===== config.mk =====
export PLATFORM = sky130hd
export DESIGN_NAME = pe_ctx_sequencer
export DESIGN_NICKNAME = d
export VERILOG_FILES = /design/src/rtl/pe_ctx_sequencer.sv
export SDC_FILE = /design/constraint.sdc
export NUM_CORES = 2
export LEC_CHECK = 0
export ABC_AREA = 1
export BUFFER_PORTS_ARGS = -buffer_cell sky130_fd_sc_hd__buf_2
export CAP_MARGIN = 10
export CORE_UTILIZATION = 50
export CTS_BUF_LIST = sky130_fd_sc_hd__clkbuf_16
export CTS_CLUSTER_DIAMETER = 40
export DETAILED_ROUTE_END_ITERATION = 10
export PLACE_DENSITY_LB_ADDON = 0.3
export SLEW_MARGIN = 5
export SYNTH_ARGS = -nofsm -noshare
export SYNTH_HDL_FRONTEND = slang
export SYNTH_SLANG_ARGS = --single-unit

===== constraint.sdc =====
create_clock -name clk -period 3.65 [get_ports clk]
set_input_delay 0.365 -clock clk [delete_from_list [all_inputs] [get_ports clk]]
set_output_delay 0.365 -clock clk [all_outputs]
set_load 0.02 [all_outputs]

===== src/rtl/pe_ctx_sequencer.sv =====
// Context store and sequencer for one CGRA PE: streams a program in, then replays it N times.
// Defining PE_CTX_READBACK_EN adds a registered debug read port (rb_addr/rb_data).
module pe_ctx_sequencer #(
  parameter int INST_W = 48,
  parameter int DEPTH  = 32,
  parameter int ITER_W = 16,
  localparam int AW    = $clog2(DEPTH)
) (
  input  logic              clk,
  input  logic              rst,
  input  logic              cfg_valid,
  output logic              cfg_ready,
  input  logic [INST_W-1:0] cfg_inst,
  input  logic              cfg_last,
  input  logic              start,
  input  logic [ITER_W-1:0] iter_num,
  input  logic              stall,
  input  logic              abort,
  output logic [INST_W-1:0] inst_out,
  output logic              inst_valid,
  output logic [AW-1:0]     ctx_idx,
  output logic [AW:0]       ctx_len,
  output logic              busy,
  output logic              done,
`ifdef PE_CTX_READBACK_EN
  input  logic [AW-1:0]     rb_addr,
  output logic [INST_W-1:0] rb_data,
`endif
  output logic              err
);

  typedef enum logic [1:0] {S_IDLE, S_RUN, S_DONE} state_e;

  state_e              state_q, state_d;
  logic [AW-1:0]       wr_ptr_q, wr_ptr_d;
  logic [AW-1:0]       rd_ptr_q, rd_ptr_d;
  logic [AW-1:0]       ctx_idx_q, ctx_idx_d;
  logic [AW:0]         ctx_len_q, ctx_len_d;
  logic [ITER_W-1:0]   iter_cnt_q, iter_cnt_d;
  logic [ITER_W-1:0]   iter_max_q, iter_max_d;
  logic [INST_W-1:0]   inst_q, inst_d;
  logic                inst_valid_q, inst_valid_d;
  logic                err_q, err_d;

  logic [INST_W-1:0]   ctx_mem [DEPTH];

  logic cfg_fire, wr_last, rd_last, iter_last;

  // start wins over a simultaneous config word so the run sees a stable program
  assign cfg_ready = (state_q == S_IDLE) && !start;
  assign cfg_fire  = cfg_valid && cfg_ready;
  assign wr_last   = cfg_last || (wr_ptr_q == AW'(DEPTH-1));
  assign rd_last   = ({1'b0, rd_ptr_q} == (ctx_len_q - (AW+1)'(1)));
  assign iter_last = (iter_cnt_q == (iter_max_q - ITER_W'(1)));

  always_comb begin
    state_d      = state_q;
    wr_ptr_d     = wr_ptr_q;
    rd_ptr_d     = rd_ptr_q;
    ctx_idx_d    = ctx_idx_q;
    ctx_len_d    = ctx_len_q;
    iter_cnt_d   = iter_cnt_q;
    iter_max_d   = iter_max_q;
    inst_d       = inst_q;
    inst_valid_d = inst_valid_q;
    err_d        = err_q;
    case (state_q)
      S_IDLE: begin
        if (cfg_fire) begin
          if (wr_last) begin
            ctx_len_d = {1'b0, wr_ptr_q} + (AW+1)'(1);
            wr_ptr_d  = '0;
          end else begin
            wr_ptr_d  = wr_ptr_q + AW'(1);
          end
        end
        if (start) begin
          if (ctx_len_q != '0) begin
            iter_max_d = (iter_num == '0) ? ITER_W'(1) : iter_num;
            rd_ptr_d   = '0;
            iter_cnt_d = '0;
            state_d    = S_RUN;
          end else begin
            err_d = 1'b1;
          end
        end
      end
      S_RUN: begin
        if (abort) begin
          state_d      = S_IDLE;
          inst_valid_d = 1'b0;
        end else if (!stall) begin
          inst_d       = ctx_mem[rd_ptr_q];
          ctx_idx_d    = rd_ptr_q;
          inst_valid_d = 1'b1;
          if (rd_last) begin
            rd_ptr_d   = '0;
            iter_cnt_d = iter_cnt_q + ITER_W'(1);
            if (iter_last) state_d = S_DONE;
          end else begin
            rd_ptr_d = rd_ptr_q + AW'(1);
          end
        end
      end
      S_DONE: begin
        // final instruction is on the wire this cycle; retire it unless frozen
        if (abort || !stall) begin
          state_d      = S_IDLE;
          inst_valid_d = 1'b0;
        end
      end
      default: state_d = S_IDLE;
    endcase
  end

  always_ff @(posedge clk) begin
    if (rst) begin
      state_q      <= S_IDLE;
      wr_ptr_q     <= '0;
      rd_ptr_q     <= '0;
      ctx_idx_q    <= '0;
      ctx_len_q    <= '0;
      iter_cnt_q   <= '0;
      iter_max_q   <= '0;
      inst_q       <= '0;
      inst_valid_q <= 1'b0;
      err_q        <= 1'b0;
    end else begin
      state_q      <= state_d;
      wr_ptr_q     <= wr_ptr_d;
      rd_ptr_q     <= rd_ptr_d;
      ctx_idx_q    <= ctx_idx_d;
      ctx_len_q    <= ctx_len_d;
      iter_cnt_q   <= iter_cnt_d;
      iter_max_q   <= iter_max_d;
      inst_q       <= inst_d;
      inst_valid_q <= inst_valid_d;
      err_q        <= err_d;
    end
  end

  // storage is deliberately not reset; ctx_len=0 fences stale contents
  always_ff @(posedge clk) begin
    if (cfg_fire) ctx_mem[wr_ptr_q] <= cfg_inst;
  end

`ifdef PE_CTX_READBACK_EN
  logic [INST_W-1:0] rb_data_q;
  always_ff @(posedge clk) begin
    if (rst) rb_data_q <= '0;
    else     rb_data_q <= ctx_mem[rb_addr];
  end
  assign rb_data = rb_data_q;
`endif

  assign inst_out   = inst_q;
  assign inst_valid = inst_valid_q;
  assign ctx_idx    = ctx_idx_q;
  assign ctx_len    = ctx_len_q;
  assign busy       = (state_q != S_IDLE);
  assign done       = (state_q == S_DONE);
  assign err        = err_q;

endmodule


; Word-level counts from Yosys, hierarchy flattened
; Memories as Yosys holds them, arrays and structs flattened. A register that Yosys moved wholly into a read port is not among the register bits.
; Index checks and enable logic that the tools add are counted.
; Widths: inputs -> output; s select.
[totals]
reg_bits = 57
ramBits = 1536
elab_cells = 82
n_memories = 1
[memory_table]
columns = name, depth, width, read_ports, rd_ports_with_merged_regs, wr, line_no
row1 = ctx_mem, 32, 48, 1, 1, 1, 45  ; logic [INST_W-1:0] ctx_mem [DEPTH];
[classes]
addsub = 6
n_eq_ne = 14
mux = 28
n_bitwise = 3
reduce_logical = 21
[op_table]
columns = cell, n
row1 = $mux 16, 6
row2 = $pmux 16 s2, 1
row3 = $mux 5, 6
row4 = $add 16x1->16 const B, 1
row5 = $eq 16x16->1, 1
row6 = $logic_not 16->1, 1
row7 = $sub 16x1->16 const B, 1
row8 = $reduce_and 3->1, 5
row9 = $mux 2, 7
row10 = $reduce_and 6->1, 2
row11 = $add 5x1->5 const B, 2
row12 = $pmux 5 s2, 1
row13 = $ne 3x3->1 const B, 3
row14 = $ne 2x2->1 const B, 4
row15 = $add 5x1->6 const B, 1
row16 = $eq 5x6->1, 1
row17 = $pmux 2 s3, 1
row18 = $reduce_bool 2->1, 3
row19 = $reduce_bool 6->1, 1
row20 = $sub 6x1->6 const B, 1
row21 = $eq 5x5->1 const B, 1
row22 = $mux 1, 5
row23 = $reduce_and 5->1, 1
row24 = $ne 2x1->1 const B, 2
row25 = 9 further kinds, 14

; Depth between registers and ports, before layout
[depth]
word_depth = 7
mapped_depth = 15
mapped_depth_nobuf = 15

; Worst setup path after synthesis
; No wires, ideal clock.
[synth_timing]
path_type = reg-to-reg
startpoint = reg state_q[0]
endpoint = mem ctx_mem[11][0] (enable)
arrival_time_ns = 3.191
required_ns = 3.196
path_slack_ns = 0.005
path_stages_with_launch = 8
path_buffers = 0
synth_period_minus_slack_ns = 3.645
cell_sequence = dfxtp_1 -> nor2_1 -> nand2_1 -> inv_1 -> nand2_1 -> inv_1 -> nand2_1 -> nor2_1
[synth_via]
elab_chain_len = 5
[synth_rtl]
columns = item, line_no
row1 = start: declaration, 34  ; state_e state_q, state_d;
row2 = start signal: assignment, 129  ; state_q <= state_d;
row3 = $logic_not 2->1, 50  ; assign cfg_ready = (state_q == S_IDLE) && !start;
row4 = $logic_and 1x1->1, 50
row5 = via cfg_ready, 12  ; output logic cfg_ready,
row6 = $logic_and 1x1->1, 51  ; assign cfg_fire = cfg_valid && cfg_ready;
row7 = $mux 1, 144  ; if (cfg_fire) ctx_mem[wr_ptr_q] <= cfg_inst;
row8 = $mux 1 (not written as such), 144
row9 = end: declaration, 45
; The timed path passes the listed nets, and every way through them passes these cells.

; Worst setup path after layout
[layout_timing]
startpoint = reg state_q[0]
endpoint = mem ctx_mem[19][2] (enable)
[layout_via]
elab_chain_len = 5
[layout_rtl]
columns = item, line_no
row1 = $logic_not 2->1, 50
row2 = $logic_and 1x1->1, 50
row3 = $logic_and 1x1->1, 51
row4 = $mux 1, 144
row5 = $mux 1 (not written as such), 144
; No other way between the ends.

==> impl_results.md <==
* Status: finished clean
* TritonRoute pass-1 iters at 5
* Critical path capture point type: flip-flop
* Max cap viols at 0
* Sequential area share after synthesis at about 74%
* Most frequent cells in the layout: edfxtp_1 (1536), nand2_1 (955), nor2_1 (819)
* Via count at 43942
* Num CTS Buffers at 190
* Clock transition at path regs at 0.06 ns
* Setup WS post-layout at 0.578 ns
* Sequential group share of total power at 49.9%
* Port bufs at 134
* Core Area at 130000 um^2
* # H-tree levels at 4
* CP Data Required Time at 4.17 ns
* Synthesized net count at around 5500
* Initial antenna violation count at 11
* Post-Syn Instances at 5416
* Most common cell after layout, fill and taps aside: edfxtp_1
* Final period util at 84.2%
* Final setup viols at 0
* Dominant synthesized flop cell: edfxtp_1
* Remaining DRCs at 0
* Hold crit path type: primary input to flip-flop
* Fin area at 75500 um^2
* Switching part of the total power at between 20% and 30%
* Distinct cell type count after synthesis at 39
* DP Area at between 60000 and 70000 um^2
* Share of layout cells above drive strength 1 at 10.9%
* ANT nets after route at 0
* Crit path max fanout at 8
* First-pass GRT wire length at 267 mm
* Die Height at 364 um
* I/O Pins at 135
* Critical path type: flip-flop to flip-flop
* FFs w/ async S/R, synth at 0%
* Fin cells at ~7500
* Final wirelength at 181 mm
* Dpl hpwl at 96.5 mm
* Combinational power share at 3.6%
* Unrepaired setup endpoints after global routing: no
* Root Driver: clkbuf_16
* Inst Count DP at 7090
* Post-synth EDFFs at around 1500
* Sink Count at 1641
* Drt initial violations at 5472
* Crit path launch type: flip-flop
* Post-synth design cell area at 65600 um^2
* CTS tree: yes
* CP cell instances: nor2_1, nand2_1, inv_1, nand2_1, inv_1, nand2_1, nor2_4, buf_4
* Cell Pwr Density at 550 nW/um^2
* GPL Wtd Cong at about 0.83
* CP peak stage delay at 0.77 ns
* Net switching power at ~9000 uW
* Slowest CP cell: nor2_4
* Overall Global Routing Usage at 27.2%
* Static Leak at between 0.02 and 0.03 uW
* Vias/cell at approximately 5.9
* Clk buf depth at 3
* Final Hold Viols at 0
* Power share of the clock group at 46.5%
* Row count at 132
* Syn-to-layout area delta at 15.1%
* Setup TNS at 0 ns
* Crit-path leading delay family: simple AND/OR/NAND/NOR gates
* Die area at 133000 um^2
* Initial Utilization at 50.5%
* WHS at 0.0582 ns
* Post-place setup slack at 0.651 ns
* Wire length per cell at 24.2 um
* Slew @ Worst Pin at 1.02 ns
* Most frequent cell on the critical path: nand2_1
* Max Slew Vio Count at 0
* Clk Latency, worst-skew pair at 0.82 ns
* GRT overflow at 0
* WP buf/inv at 3
* Final net count at ~5600
* Flops & latches, synth at 1641
* Min cycle time layout at 3.07 ns
* Clk_skew at ~0.026 ns
* Post-CTS setup buffers at 0
* Number of global-route vias before repair at between 40000 and 50000
* Synth Warn # at 0
* Peak supply drop at 365 uV
* Internal power at about 32000 uW
* Syn Area/Cell at 12.1 um^2
* Width of the chip at 364 um
* Relative slew slack at 32.2%
* Pin count of the biggest net entering global routing at about 160
* Crit path DAT at 3.60 ns
* FMAX at ~0.33 GHz
-- cell families (layout without fill, tap and decap cells) --
kind of cell | after synthesis | count (layout) | synth area share (%)
AOI/OAI and AO/OA | 1178 | 1178 | 10.2
and+or+nand+nor | 2047 | 2047 | 12.3
adders and majority gates | 10 | 10 | 0.191
xor gates and xnor gates | 23 | 23 | 0.328
DFF | 1641 | 1641 | 73.5
buffers and inverters | 517 | 831 | 3.40
other | 0 | 3 | 0
-- state kept, by name, indices dropped and copies added (netlist names) --
name        flops
ctx_idx         5
ctx_len         6
ctx_mem      1536
err             1
inst_out       48
inst_valid      1
iter_cnt_q     16
iter_max_q     16
rd_ptr_q        5
state_q         2
wr_ptr_q        5
-- cells in the mapped netlist, types with 9 or more instances --
master,number,area (um^2)
o211ai_1,61,458
o2111ai_1,61,534
edfxtp_1,1536,46100
o21ai_0,504,2520
dfxtp_1,105,2100
nor2_1,851,3190
inv_1,169,634
o31ai_1,56,420
xor2_1,15,131
buf_4,21,158
a21oi_1,208,1040
buf_1,9,33.8
clkbuf_1,156,586
nand2_1,955,3580
buf_2,151,756
a211oi_1,49,368
ha_1,10,125
nand3_1,200,1000
o22ai_1,133,832
o21ai_1,102,510
-- power groups by stage --
stage	logic (uW)	registers, uW	clock network (uW)
floorplan	811	21100	0
global placement	1420	21100	0
detailed placement	1450	21100	0
CTS	1480	20700	19500
global route	1650	20700	20200
finish	1490	20700	19300
-- worst paths after layout --
path                   from             end  slack (ns)  cells past startpoint
max              state_q[0]  ctx_mem[19][2]        0.58                      8
min            cfg_inst[27]  ctx_mem[5][27]        0.06                      1
max reg2reg      state_q[0]  ctx_mem[19][2]        0.58                      8
min reg2reg  iter_max_q[15]  iter_max_q[15]        0.48                      2
-- final cells by class --
cell class	instances	area, um^2
Tap cell	1742	2180
Clock inverter	166	1710
Sequential cell	1641	48200
Antenna cell	3	7.51
Fill cell	10178	54300
Multi-Input combinational cell	3258	15400
Timing Repair Buffer	296	2510
Clock buffer	192	4800
Inverter	177	689
-- layer usage --
layer  track usage, %  part of all wire, %
met1             37.8                   40
met2             43.2                   47
met3             5.22                  9.9
met4             9.06                  2.9
met5                0                0.030
-- per-stage QoR --
| stage | power [uW] | utilization, % |
|---|---|---|
| 4_1_cts | 41700 | 58.2 |
| 6_report | 41500 | 58.2 |
| 3_5_place_dp | 22500 | 53.0 |
| 2_1_floorplan | 21900 | - |
| 5_1_grt | 42600 | 58.2 |
| 3_3_place_gp | 22500 | 53.0 |
-- worst reg2reg max path, stage by stage (launching register included) --
cell and delay, ns:
dfxtp_1 0.34, nor2_1 0.17, nand2_1 0.11, inv_1 0.11, nand2_1 0.24, inv_1 0.28, nand2_1 0.50, nor2_4 0.77
buf_4 0.28
-- repair_timing --
item	4_1_cts	5_1_grt
resized for setup	0	0
hold endpoints to repair	40	0
hold buffers	24	0
(Power assumes the default switching activity.)
